===== src/rtl/glitch_sched_if.sv =====
// glitch_sched_if: configuration, control and status bundle for glitch_sched.
//   master : software/host side (drives cfg_*, arm, trigger, abort)
//   slave  : scheduler side (drives glitch_sel, armed, busy, done, glitch_count)
//   cfg_we/cfg_delay/cfg_width/cfg_gap/cfg_reps : config write port
//   arm, trigger (DV_1), abort                  : run control
//   glitch_sel, armed, busy, done, glitch_count : registered status
interface glitch_sched_if #(
  parameter int CNT_W = 16,
  parameter int REP_W = 8
);
  logic             cfg_we;
  logic [CNT_W-1:0] cfg_delay;
  logic [CNT_W-1:0] cfg_width;
  logic [CNT_W-1:0] cfg_gap;
  logic [REP_W-1:0] cfg_reps;
  logic             arm;
  logic             trigger;
  logic             abort;
  logic             glitch_sel;
  logic             armed;
  logic             busy;
  logic             done;
  logic [REP_W-1:0] glitch_count;

  modport master (
    output cfg_we, cfg_delay, cfg_width, cfg_gap, cfg_reps, arm, trigger, abort,
    input  glitch_sel, armed, busy, done, glitch_count
  );

  modport slave (
    input  cfg_we, cfg_delay, cfg_width, cfg_gap, cfg_reps, arm, trigger, abort,
    output glitch_sel, armed, busy, done, glitch_count
  );
endinterface


===== src/rtl/glitch_sched.sv =====
// glitch_sched: trigger-aligned clock-glitch sequencer. Once armed, a rising
// edge on trigger starts a delay, then glitch_sel pulses max(width,1) cycles,
// repeated max(reps,1) times with gap cycles between, then done pulses.
// Ports:
//   clk_in1 : system clock, rising edge
//   rst     : asynchronous active-low reset
//   bus     : glitch_sched_if.slave (config, arm/trigger/abort, status)
// Build option: define GLITCH_SCHED_REARM_EN to return to ARMED after each
// burst (glitch_count cleared) instead of IDLE; abort leaves that mode.
module glitch_sched #(
  parameter int CNT_W = 16,
  parameter int REP_W = 8
) (
  input  logic           clk_in1,
  input  logic           rst,
  glitch_sched_if.slave  bus
);

  typedef enum logic [2:0] {
    S_IDLE, S_ARMED, S_DELAY, S_GLITCH, S_GAP, S_DONE
  } state_e;

  localparam logic [CNT_W-1:0] CNT_ONE = CNT_W'(1);
  localparam logic [REP_W-1:0] REP_ONE = REP_W'(1);

  state_e           state_q, state_d;
  logic [CNT_W-1:0] cnt_q, cnt_d;
  logic [CNT_W-1:0] dly_q, dly_d, wid_q, wid_d, gap_q, gap_d;
  logic [REP_W-1:0] reps_q, reps_d, gcnt_q, gcnt_d;
  logic             trig_prev_q;
  logic             glitch_sel_q, glitch_sel_d;
  logic             armed_q, armed_d, busy_q, busy_d, done_q, done_d;

  logic             rise;
  logic [CNT_W-1:0] wid_m1;
  logic [REP_W-1:0] reps_eff;
  logic [REP_W:0]   gcnt_inc;
  logic             last_pulse;

  assign rise     = bus.trigger & ~trig_prev_q;
  // Phase counters load length-1 and end at 0; width 0 behaves like 1.
  assign wid_m1   = (wid_q == '0) ? '0 : wid_q - CNT_ONE;
  assign reps_eff = (reps_q == '0) ? REP_ONE : reps_q;
  // Compared one bit wider so a saturated count still terminates the burst.
  assign gcnt_inc   = {1'b0, gcnt_q} + {{REP_W{1'b0}}, 1'b1};
  assign last_pulse = gcnt_inc >= {1'b0, reps_eff};

  always_comb begin
    state_d = state_q;
    cnt_d   = cnt_q;
    dly_d   = dly_q;
    wid_d   = wid_q;
    gap_d   = gap_q;
    reps_d  = reps_q;
    gcnt_d  = gcnt_q;
    unique case (state_q)
      S_IDLE: begin
        if (bus.cfg_we) begin
          dly_d  = bus.cfg_delay;
          wid_d  = bus.cfg_width;
          gap_d  = bus.cfg_gap;
          reps_d = bus.cfg_reps;
        end
        if (bus.arm) begin
          state_d = S_ARMED;
          gcnt_d  = '0;
        end
      end
      S_ARMED: begin
        if (rise) begin
          if (dly_q == '0) begin
            state_d = S_GLITCH;
            cnt_d   = wid_m1;
          end else begin
            state_d = S_DELAY;
            cnt_d   = dly_q - CNT_ONE;
          end
        end
      end
      S_DELAY: begin
        if (cnt_q == '0) begin
          state_d = S_GLITCH;
          cnt_d   = wid_m1;
        end else begin
          cnt_d = cnt_q - CNT_ONE;
        end
      end
      S_GLITCH: begin
        if (cnt_q == '0) begin
          if (gcnt_q != '1) gcnt_d = gcnt_q + REP_ONE;
          if (last_pulse) begin
            state_d = S_DONE;
          end else if (gap_q == '0) begin
            // Zero gap: stay in GLITCH so pulses merge into one high period.
            cnt_d = wid_m1;
          end else begin
            state_d = S_GAP;
            cnt_d   = gap_q - CNT_ONE;
          end
        end else begin
          cnt_d = cnt_q - CNT_ONE;
        end
      end
      S_GAP: begin
        if (cnt_q == '0) begin
          state_d = S_GLITCH;
          cnt_d   = wid_m1;
        end else begin
          cnt_d = cnt_q - CNT_ONE;
        end
      end
      S_DONE: begin
`ifdef GLITCH_SCHED_REARM_EN
        state_d = S_ARMED;
        gcnt_d  = '0;
`else
        state_d = S_IDLE;
`endif
      end
      default: state_d = S_IDLE;
    endcase
    // Abort wins over everything: no config write, no arm, count held.
    if (bus.abort) begin
      state_d = S_IDLE;
      cnt_d   = cnt_q;
      dly_d   = dly_q;
      wid_d   = wid_q;
      gap_d   = gap_q;
      reps_d  = reps_q;
      gcnt_d  = gcnt_q;
    end
  end

  // Status outputs are registered copies of the current state, which puts
  // the first glitch cycle at trigger edge + delay + 1.
  always_comb begin
    glitch_sel_d = (state_q == S_GLITCH) && !bus.abort;
    armed_d      = (state_q == S_ARMED) && !bus.abort;
    busy_d       = (state_q == S_DELAY || state_q == S_GLITCH || state_q == S_GAP) && !bus.abort;
    done_d       = (state_q == S_DONE) && !bus.abort;
  end

  always_ff @(posedge clk_in1 or negedge rst) begin
    if (!rst) begin
      state_q      <= S_IDLE;
      cnt_q        <= '0;
      dly_q        <= '0;
      wid_q        <= CNT_ONE;
      gap_q        <= '0;
      reps_q       <= REP_ONE;
      gcnt_q       <= '0;
      trig_prev_q  <= 1'b0;
      glitch_sel_q <= 1'b0;
      armed_q      <= 1'b0;
      busy_q       <= 1'b0;
      done_q       <= 1'b0;
    end else begin
      state_q      <= state_d;
      cnt_q        <= cnt_d;
      dly_q        <= dly_d;
      wid_q        <= wid_d;
      gap_q        <= gap_d;
      reps_q       <= reps_d;
      gcnt_q       <= gcnt_d;
      trig_prev_q  <= bus.trigger;
      glitch_sel_q <= glitch_sel_d;
      armed_q      <= armed_d;
      busy_q       <= busy_d;
      done_q       <= done_d;
    end
  end

  assign bus.glitch_sel   = glitch_sel_q;
  assign bus.armed        = armed_q;
  assign bus.busy         = busy_q;
  assign bus.done         = done_q;
  assign bus.glitch_count = gcnt_q;

endmodule


===== src/flat_wrapper.sv =====
// flat-port wrapper written by rule: the top's interface ports become plain ports
module glitch_sched_flat 
#(
  parameter int CNT_W = 16,
  parameter int REP_W = 8
)
  (clk_in1, rst, bus_cfg_we, bus_cfg_delay, bus_cfg_width, bus_cfg_gap, bus_cfg_reps, bus_arm, bus_trigger, bus_abort, bus_glitch_sel, bus_armed, bus_busy, bus_done, bus_glitch_count);
  glitch_sched_if #(.CNT_W(CNT_W), .REP_W(REP_W)) bus_i ();
  input  logic clk_in1;
  input  logic rst;
  input wire logic [$bits(bus_i.cfg_we)-1:0] bus_cfg_we;
  input wire logic [$bits(bus_i.cfg_delay)-1:0] bus_cfg_delay;
  input wire logic [$bits(bus_i.cfg_width)-1:0] bus_cfg_width;
  input wire logic [$bits(bus_i.cfg_gap)-1:0] bus_cfg_gap;
  input wire logic [$bits(bus_i.cfg_reps)-1:0] bus_cfg_reps;
  input wire logic [$bits(bus_i.arm)-1:0] bus_arm;
  input wire logic [$bits(bus_i.trigger)-1:0] bus_trigger;
  input wire logic [$bits(bus_i.abort)-1:0] bus_abort;
  output wire logic [$bits(bus_i.glitch_sel)-1:0] bus_glitch_sel;
  output wire logic [$bits(bus_i.armed)-1:0] bus_armed;
  output wire logic [$bits(bus_i.busy)-1:0] bus_busy;
  output wire logic [$bits(bus_i.done)-1:0] bus_done;
  output wire logic [$bits(bus_i.glitch_count)-1:0] bus_glitch_count;
  assign bus_i.cfg_we = bus_cfg_we;
  assign bus_i.cfg_delay = bus_cfg_delay;
  assign bus_i.cfg_width = bus_cfg_width;
  assign bus_i.cfg_gap = bus_cfg_gap;
  assign bus_i.cfg_reps = bus_cfg_reps;
  assign bus_i.arm = bus_arm;
  assign bus_i.trigger = bus_trigger;
  assign bus_i.abort = bus_abort;
  assign bus_glitch_sel = bus_i.glitch_sel;
  assign bus_armed = bus_i.armed;
  assign bus_busy = bus_i.busy;
  assign bus_done = bus_i.done;
  assign bus_glitch_count = bus_i.glitch_count;
  glitch_sched #(.CNT_W(CNT_W), .REP_W(REP_W)) u_core (.clk_in1(clk_in1), .rst(rst), .bus(bus_i));
endmodule

===== config.mk =====
export PLATFORM = sky130hd
export DESIGN_NAME = glitch_sched_flat
export DESIGN_NICKNAME = d
export VERILOG_FILES = /design/src/rtl/glitch_sched_if.sv /design/src/rtl/glitch_sched.sv /design/src/flat_wrapper.sv
export SDC_FILE = /design/constraint.sdc
export NUM_CORES = 1
export LEC_CHECK = 0
export CAP_MARGIN = 30
export CORE_MARGIN = 2
export CORE_UTILIZATION = 50
export DETAILED_ROUTE_END_ITERATION = 6
export PLACE_DENSITY = 0.75
export SLEW_MARGIN = 10
export SYNTH_ARGS = -nofsm -noshare
export SYNTH_HDL_FRONTEND = slang
export SYNTH_SLANG_ARGS = --single-unit

===== constraint.sdc =====
create_clock -name clk_in1 -period 3.1 [get_ports clk_in1]
set_input_delay 0.465 -clock clk_in1 [delete_from_list [all_inputs] [get_ports clk_in1]]
set_output_delay 0.465 -clock clk_in1 [all_outputs]
set_load 0.01 [all_outputs]

==> flow_summary.rst, run 1 <==
.. list-table::
   :header-rows: 1

   * - Metric
     - Value
   * - Critical path startpoint category
     - flop
   * - RSZ-0062 raised after global routing
     - no
   * - Die area
     - 0.01244 sq mm
   * - Sequential area share after synthesis
     - 38.14%
   * - Chip Height
     - 111.5 um
   * - Path class of the lowest-slack min-delay path
     - input port to async pin
   * - Post-detailed-route wirelength per cell
     - 20.07 um
   * - Antenna violation net count after detailed routing
     - 0
   * - Avg Vias per Cell
     - 6.362
   * - Crit Path Category
     - flop to flop
   * - Hold Violations, Final
     - 0
   * - Tightest slew margin relative to the limit
     - 40.18%
   * - Syn_nets
     - 690
   * - Area post-placement
     - 0.006777 sq mm
   * - F_max
     - 342.5 MHz
   * - Gate Count Post-Synth
     - 615
   * - Time the final worst path needs with I/O delays and setup
     - 2920 ps
   * - Post-Route Skew
     - 9.211 ps
   * - Count of TritonRoute iterations in the first routing pass
     - 5
   * - Most frequent cells in the layout
     - dfrtp_1 (86), clkdlybuf4s50_1 (72), mux2_2 (60), nor2_1 (46), nand2_1 (31)
   * - Wire length of the first global-routing pass
     - 27.45 mm
   * - Library cells used by synthesis
     - 70
   * - H-tree lvl count
     - 3
   * - Post-Place Setup Slack
     - 168.8 ps
   * - Number of max-cap violations
     - 0
   * - Routed wire length
     - 16.82 mm
   * - Power Internal
     - 3.867 mW
   * - Number of buffers created by CTS
     - 9
   * - Switching part of the total
     - 41.45%
   * - Global placement routability congestion
     - 0.9733
   * - Number of input and output port buffers inserted
     - 73
   * - Kind of end point of the critical path
     - flop
   * - Die Span X
     - 111.5 um
   * - Total power divided by cell area
     - 927.7 mW/mm^2
   * - Boundary Pins
     - 74
   * - N_diodes
     - 0
   * - Max IR drop VDD
     - 0.0006134 V
   * - Worst Path Required
     - 3330 ps
   * - Core Rows
     - 39
   * - Final max-slew violation count
     - 0
   * - Clock sinks
     - 88
   * - Total number of vias
     - 5331
   * - Layout-stage area growth over the synthesis result
     - 23.16%
   * - Count of yosys warnings during synthesis
     - 0
   * - Core area
     - 0.01137 sq mm
   * - Power Total
     - 6.604 mW
   * - DRC Markers
     - 0
   * - Leakage power
     - 2.829 nW
   * - Final instance count without filler cells
     - 838
   * - Initial Util
     - 50.84%
   * - Combinational group share of total power
     - 45.1%
   * - Share of async-settable or async-resettable flops after synthesis
     - 100.0%
   * - Actual slew at the worst max-slew pin
     - 891.4 ps
   * - Clock edge transition at the registers on the reported setup and hold paths
     - 60 ps
   * - Setup Viol. Count Final
     - 0
   * - Clock network fraction of total power
     - 18.8%
   * - All-Layer GR Usage
     - 27.84%
   * - Worst slack on hold paths
     - 106.2 ps
   * - Ys flop type
     - dfrtp_1
   * - Mapped cell area
     - 0.005781 sq mm
   * - Clock tree from TritonCTS
     - built
   * - Final non-filler cell area
     - 0.007119 sq mm
   * - Final worst slack
     - 180.2 ps
   * - Data arrival at the endpoint of the critical path
     - 3150 ps
   * - Share of post-route cells with drive strength above 1
     - 17.99%
   * - Number of DRC violations after detailed-routing iteration 0
     - 371
   * - Utilization of the core after routing
     - 62.62%
   * - Most common cell after layout, fill and taps aside
     - dfrtp_1
   * - Number of flops mapped to enable cells by yosys
     - 0
   * - Number of storage elements in the synthesis netlist
     - 88
   * - Initial antenna violation count
     - 0
   * - Summed negative setup slack over all endpoints
     - 0 ps
   * - Sequential cell fraction of total power
     - 36.1%
   * - Number of hold-repair buffers added at the cts stage
     - 0
   * - Via count of the first global-routing pass
     - 5192
   * - Maximum buffer depth of the clock tree
     - 2
   * - Net Switching
     - 2.738 mW
   * - Maximum number of pins on one net before global-route repair
     - 57
   * - Maximum fanout along the worst path
     - 4
   * - CTS root buf
     - clkbuf_16
   * - Remaining global-route overflow
     - 0
   * - Outcome
     - finished, final reports clean
   * - Synthesized area per cell
     - 9.399 sq um
   * - HPWL after DPL
     - 12.80 mm
   * - Clock insertion delay at the later pin of the skew report
     - 350 ps
   * - Final period util
     - 94.19%
   * - Final #Nets
     - 765
   * - Total instance count after detailed placement
     - 822
==> per-layer routing <==
metal | GRT usage [%] | vias to the layer above | wire (um)
li1 | - | 2493 | -
met3 | 5.879 | 34 | 1194
met5 | 0 | - | 0
met2 | 42.11 | 231 | 7806
met1 | 39.56 | 2573 | 7434
met4 | 10.53 | 0 | 382
==> logic make-up (layout without fill, tap and decap cells) <==
group	Yosys count	count (layout)	synth area share, %
AND/OR/NAND/NOR	206	206	19.39
XOR/XNOR	30	30	4.545
buffers and inverters	58	138	4.048
AO/OA/AOI/OAI	154	154	18.25
adder cells (fa/ha/maj)	13	13	2.814
flip-flops	88	88	38.14
multiplexers	66	66	12.81
==> cell usage after synthesis, types with 5 or more instances <==
cell      number  area (sq um)
a31oi_1        8         50.05
nand2_1       32         120.1
mux2i_1        5         50.05
a21oi_1       30         150.1
xor2_1        10         87.58
mux2_2        60         675.7
nor2_1        46         172.7
inv_1         22         82.58
ha_1          13         162.7
nand4_1       11         68.82
or4_1         14         105.1
clkbuf_1      32         120.1
xnor2_1       20         175.2
o21ai_0       29         145.1
nand3_1       14         70.07
nor4_1        27         168.9
o31ai_1       12         90.09
dfrtp_1       86          2152
o211ai_1       7         52.55
nor3_1        22         110.1
o221ai_1       5         43.79
a21o_1         5         37.54
or3_1          6         37.54
a211oi_1      10         75.07
nand2b_1       6         37.54
==> state kept, by name, indices dropped and copies added (netlist names) <==
register                 cells
u_core.gap_q                16
u_core.state_q               3
u_core.bus.done              1
u_core.bus.armed             1
u_core.dly_q                16
u_core.reps_q                8
u_core.bus.glitch_count      8
u_core.cnt_q                16
u_core.bus.glitch_sel        1
u_core.trig_prev_q           1
u_core.bus.busy              1
u_core.wid_q                16
==> power groups by stage <==
stage | logic (mW) | registers, mW | clock network [mW]
2_1_floorplan | 2.13 | 2.10 | 0
3_3_place_gp | 2.86 | 2.34 | 0
3_5_place_dp | 2.92 | 2.38 | 0
4_1_cts | 2.94 | 2.36 | 1.26
5_1_grt | 3.27 | 2.48 | 1.32
6_report | 2.98 | 2.38 | 1.24
==> layout make-up <==
type | instances | area (sq um)
Fill cell | 942 | 4250
Sequential cell | 88 | 2205
Inverter | 22 | 82.58
Multi-Input combinational cell | 469 | 3349
Clock buffer | 13 | 250.2
Timing Repair Buffer | 100 | 963.4
Clock inverter | 3 | 90.09
Tap cell | 143 | 178.9
==> path summary, 6_finish.rpt <==
path	to	slack, ps	startpoint	depth (start not counted)
setup / recovery	u_core.cnt_q[8]$_DFFE_PN0P_	180	u_core.reps_q[5]$_DFFE_PN0P_	9
hold / removal	u_core.bus.glitch_sel$_DFF_PN0_	110	rst	1
setup reg to reg	u_core.cnt_q[8]$_DFFE_PN0P_	180	u_core.reps_q[5]$_DFFE_PN0P_	9
hold reg to reg	u_core.reps_q[3]$_DFFE_PN0P_	510	u_core.reps_q[3]$_DFFE_PN0P_	1
max in group asynchronous	u_core.reps_q[0]$_DFFE_PN1P_	2310	rst	2
min in group clk_in1	u_core.reps_q[3]$_DFFE_PN0P_	510	u_core.reps_q[3]$_DFFE_PN0P_	1
==> what timing repair did <==
action,in CTS,in global routing
setup buffers,0,0
gates resized for setup,0,1
endpoints found under the setup margin,0,9
==> worst max-delay path, cell delays in order (launching register included) <==
cell      delay, ps
dfrtp_1         390
nor4_1          320
a41o_1          240
ha_1            220
nand2b_1        140
a2111o_1        410
a31oi_1         250
a211oi_1        130
nor2_1          320
mux2_2          380
Note: power is estimated with default switching activity, not from simulation.
==> run 2: changes to the inputs <==
--- a/config.mk
+++ b/config.mk
@@ -6,7 +6,7 @@
 export NUM_CORES = 1
 export LEC_CHECK = 0
 export CAP_MARGIN = 30
-export CORE_MARGIN = 2
+export CORE_MARGIN = 1.5
 export CORE_UTILIZATION = 50
 export DETAILED_ROUTE_END_ITERATION = 6
 export PLACE_DENSITY = 0.75
==> flow_summary.rst, run 2 (synthesized netlist as in run 1, its figures left out) <==
.. list-table::
   :header-rows: 1

   * - Metric
     - Value
   * - Post-Route Skew
     - 12.30 ps (+3.089 ps)
   * - Final #Nets
     - 767 (+0.26%)
   * - Switching part of the total
     - 43.20% (+1.7 points)
   * - Kind of end point of the critical path
     - flop
   * - Net Switching
     - 2.815 mW (+2.8%)
   * - Core Rows
     - 39 (unchanged)
   * - Share of post-route cells with drive strength above 1
     - 18.65% (+0.67 points)
   * - Maximum fanout along the worst path
     - 7 (+3)
   * - Total number of vias
     - 5259 (-1.4%)
   * - Number of buffers created by CTS
     - 9 (unchanged)
   * - Final period util
     - 93.12% (-1.1 points)
   * - Via count of the first global-routing pass
     - 5156 (-0.69%)
   * - Number of hold-repair buffers added at the cts stage
     - 0 (unchanged)
   * - Total power divided by cell area
     - 919.4 mW/mm^2 (-0.89%)
   * - Final worst slack
     - 213.2 ps (+32.94 ps)
   * - Final instance count without filler cells
     - 840 (+0.24%)
   * - Number of max-cap violations
     - 0 (unchanged)
   * - Clock sinks
     - 88 (unchanged)
   * - Power Internal
     - 3.702 mW (-4.3%)
   * - Reg2reg start
     - u_core.wid_q[1]$_DFFE_PN0P_
   * - Layout-stage area growth over the synthesis result
     - 22.62%
   * - Wire length of the first global-routing pass
     - 27.52 mm (+0.25%)
   * - F_max
     - 346.4 MHz (+1.1%)
   * - Standard cell with the maximum stage delay on the critical path
     - or4b_2
   * - Critical path origin
     - u_core.wid_q[1]$_DFFE_PN0P_
   * - Global placement routability congestion
     - 0.9800 (+0.69%)
   * - Avg Vias per Cell
     - 6.261 (-1.6%)
   * - Maximum number of pins on one net before global-route repair
     - 57 (unchanged)
   * - Cell-by-cell trace of the critical path
     - inv_1 -> ha_1 -> or4b_2 -> nor4_1 -> buf_4 -> nor2_1 -> a2111oi_0 -> o21ai_0
   * - Die Span X
     - 110.5 um (-0.90%)
   * - Initial antenna violation count
     - 0 (unchanged)
   * - Worst Path Required
     - 3310 ps (-20 ps)
   * - Setup Viol. Count Final
     - 0 (unchanged)
   * - Crit Path Category
     - flop to flop
   * - Core area
     - 0.01137 sq mm (unchanged)
   * - Antenna violation net count after detailed routing
     - 0 (unchanged)
   * - Post-Place Setup Slack
     - 179.8 ps (+10.96 ps)
   * - Sequential cell fraction of total power
     - 36.7% (+0.6 points)
   * - Clock network fraction of total power
     - 17.2% (-1.6 points)
   * - Critical path startpoint category
     - flop
   * - Actual slew at the worst max-slew pin
     - 896.7 ps (+5.363 ps)
   * - Data arrival at the endpoint of the critical path
     - 3090 ps (-60 ps)
   * - Path class of the lowest-slack min-delay path
     - input port to async pin
   * - Combinational group share of total power
     - 46.0% (+0.9 points)
   * - Maximum buffer depth of the clock tree
     - 2 (unchanged)
   * - Clock insertion delay at the later pin of the skew report
     - 360 ps (about the same)
   * - CTS root buf
     - clkbuf_16
   * - Leakage power
     - 2.814 nW (-0.52%)
   * - Tightest slew margin relative to the limit
     - 39.82% (-0.36 points)
   * - Chip Height
     - 110.5 um (-0.90%)
   * - Post-detailed-route wirelength per cell
     - 20.02 um (-0.24%)
   * - Maximum single-stage delay on the critical path
     - 720 ps (+310 ps)
   * - Max IR drop VDD
     - 0.0006277 V (+2.3%)
   * - Summed negative setup slack over all endpoints
     - 0 ps (unchanged)
   * - HPWL after DPL
     - 12.79 mm (about the same)
   * - Hold Violations, Final
     - 0 (unchanged)
   * - Number of DRC violations after detailed-routing iteration 0
     - 444 (+20%)
   * - All-Layer GR Usage
     - 28.27% (+0.43 points)
   * - Die area
     - 0.01221 sq mm (-1.8%)
   * - H-tree lvl count
     - 3 (unchanged)
   * - Clock tree from TritonCTS
     - built
   * - RSZ-0062 raised after global routing
     - no
   * - Initial Util
     - 50.84% (unchanged)
   * - Number of input and output port buffers inserted
     - 73 (unchanged)
   * - Worst slack on hold paths
     - 164.0 ps (+57.84 ps)
   * - DRC Markers
     - 0 (unchanged)
   * - Clock edge transition at the registers on the reported setup and hold paths
     - 70 ps (about the same)
   * - Routed wire length
     - 16.82 mm (about the same)
   * - Most common cell after layout, fill and taps aside
     - dfrtp_1
   * - N_diodes
     - 0 (unchanged)
   * - Boundary Pins
     - 74 (unchanged)
   * - Time the final worst path needs with I/O delays and setup
     - 2887 ps (-32.94 ps)
   * - Remaining global-route overflow
     - 0 (unchanged)
   * - Count of TritonRoute iterations in the first routing pass
     - 6 (+1)
   * - Most frequent cells in the layout
     - dfrtp_1 (86), clkdlybuf4s50_1 (72), mux2_2 (60), nor2_1 (46), nand2_1 (31)
   * - Total instance count after detailed placement
     - 824 (+0.24%)
   * - Final max-slew violation count
     - 0 (unchanged)
   * - Outcome
     - finished, final reports clean
[run 2: layer usage]
| layer | vias up | global-route usage [%] | part of all wire [%] |
|---|---|---|---|
| met2 | 198 | 44.20 | 46 |
| li1 | 2487 | - | - |
| met4 | 0 | 7.778 | 1.6 |
| met1 | 2549 | 39.95 | 45 |
| met5 | - | 0 | 0 |
| met3 | 25 | 5.873 | 6.6 |
[run 2: power by group through the flow]
stage,registers [mW],clock network [mW],logic [mW]
6_report,2.39,1.12,3.00
5_1_grt,2.50,1.18,3.28
4_1_cts,2.38,1.14,2.98
3_5_place_dp,2.38,0,2.96
3_3_place_gp,2.35,0,2.91
2_1_floorplan,2.10,0,2.13
[run 2: path summary, 6_finish.rpt]
kind	slack, ps	cells after the start	endpoint
worst max-delay path	210	8	u_core.cnt_q[7]$_DFFE_PN0P_
worst min-delay path	160	1	u_core.bus.glitch_count[2]$_DFFE_PN0P_
worst max register to register	210	8	u_core.cnt_q[7]$_DFFE_PN0P_
worst min register to register	510	1	u_core.reps_q[2]$_DFFE_PN0P_
max in group asynchronous	2240	2	u_core.reps_q[0]$_DFFE_PN1P_
min in group clk_in1	510	1	u_core.reps_q[2]$_DFFE_PN0P_
[run 2: timing repair]
action	CTS	global route
endpoints found under the setup margin	0	10
resized for setup	0	1
endpoints found under the hold margin	0	0
buffers inserted	0	0
[run 2: critical path: cells and delay by family, from the launching register on]
kind            cells  cell delay, ps
simple gates        3            1060
compound gates      2             760
flops               1             440
buf+inv             2             260
fa+ha+maj           1             220
[run 2: area by class of cell]
class,instances,area (sq um)
timing repair buffer,102,970.9
clock buffer,9,225.2
clock inverter,7,76.32
tap,143,178.9
inverter,22,82.58
multi-input combinational,469,3349
sequential,88,2205
fill,971,4282
[run 2: per-stage QoR]
stage,util [%],instance area (sq um),total power [mW]
detailed placement,59.67,6784,5.341
global placement,59.49,6764,5.258
CTS,62.32,7086,6.491
global route,62.34,7088,6.961
floorplan,-,5781,4.239
finish,62.34,7088,6.517
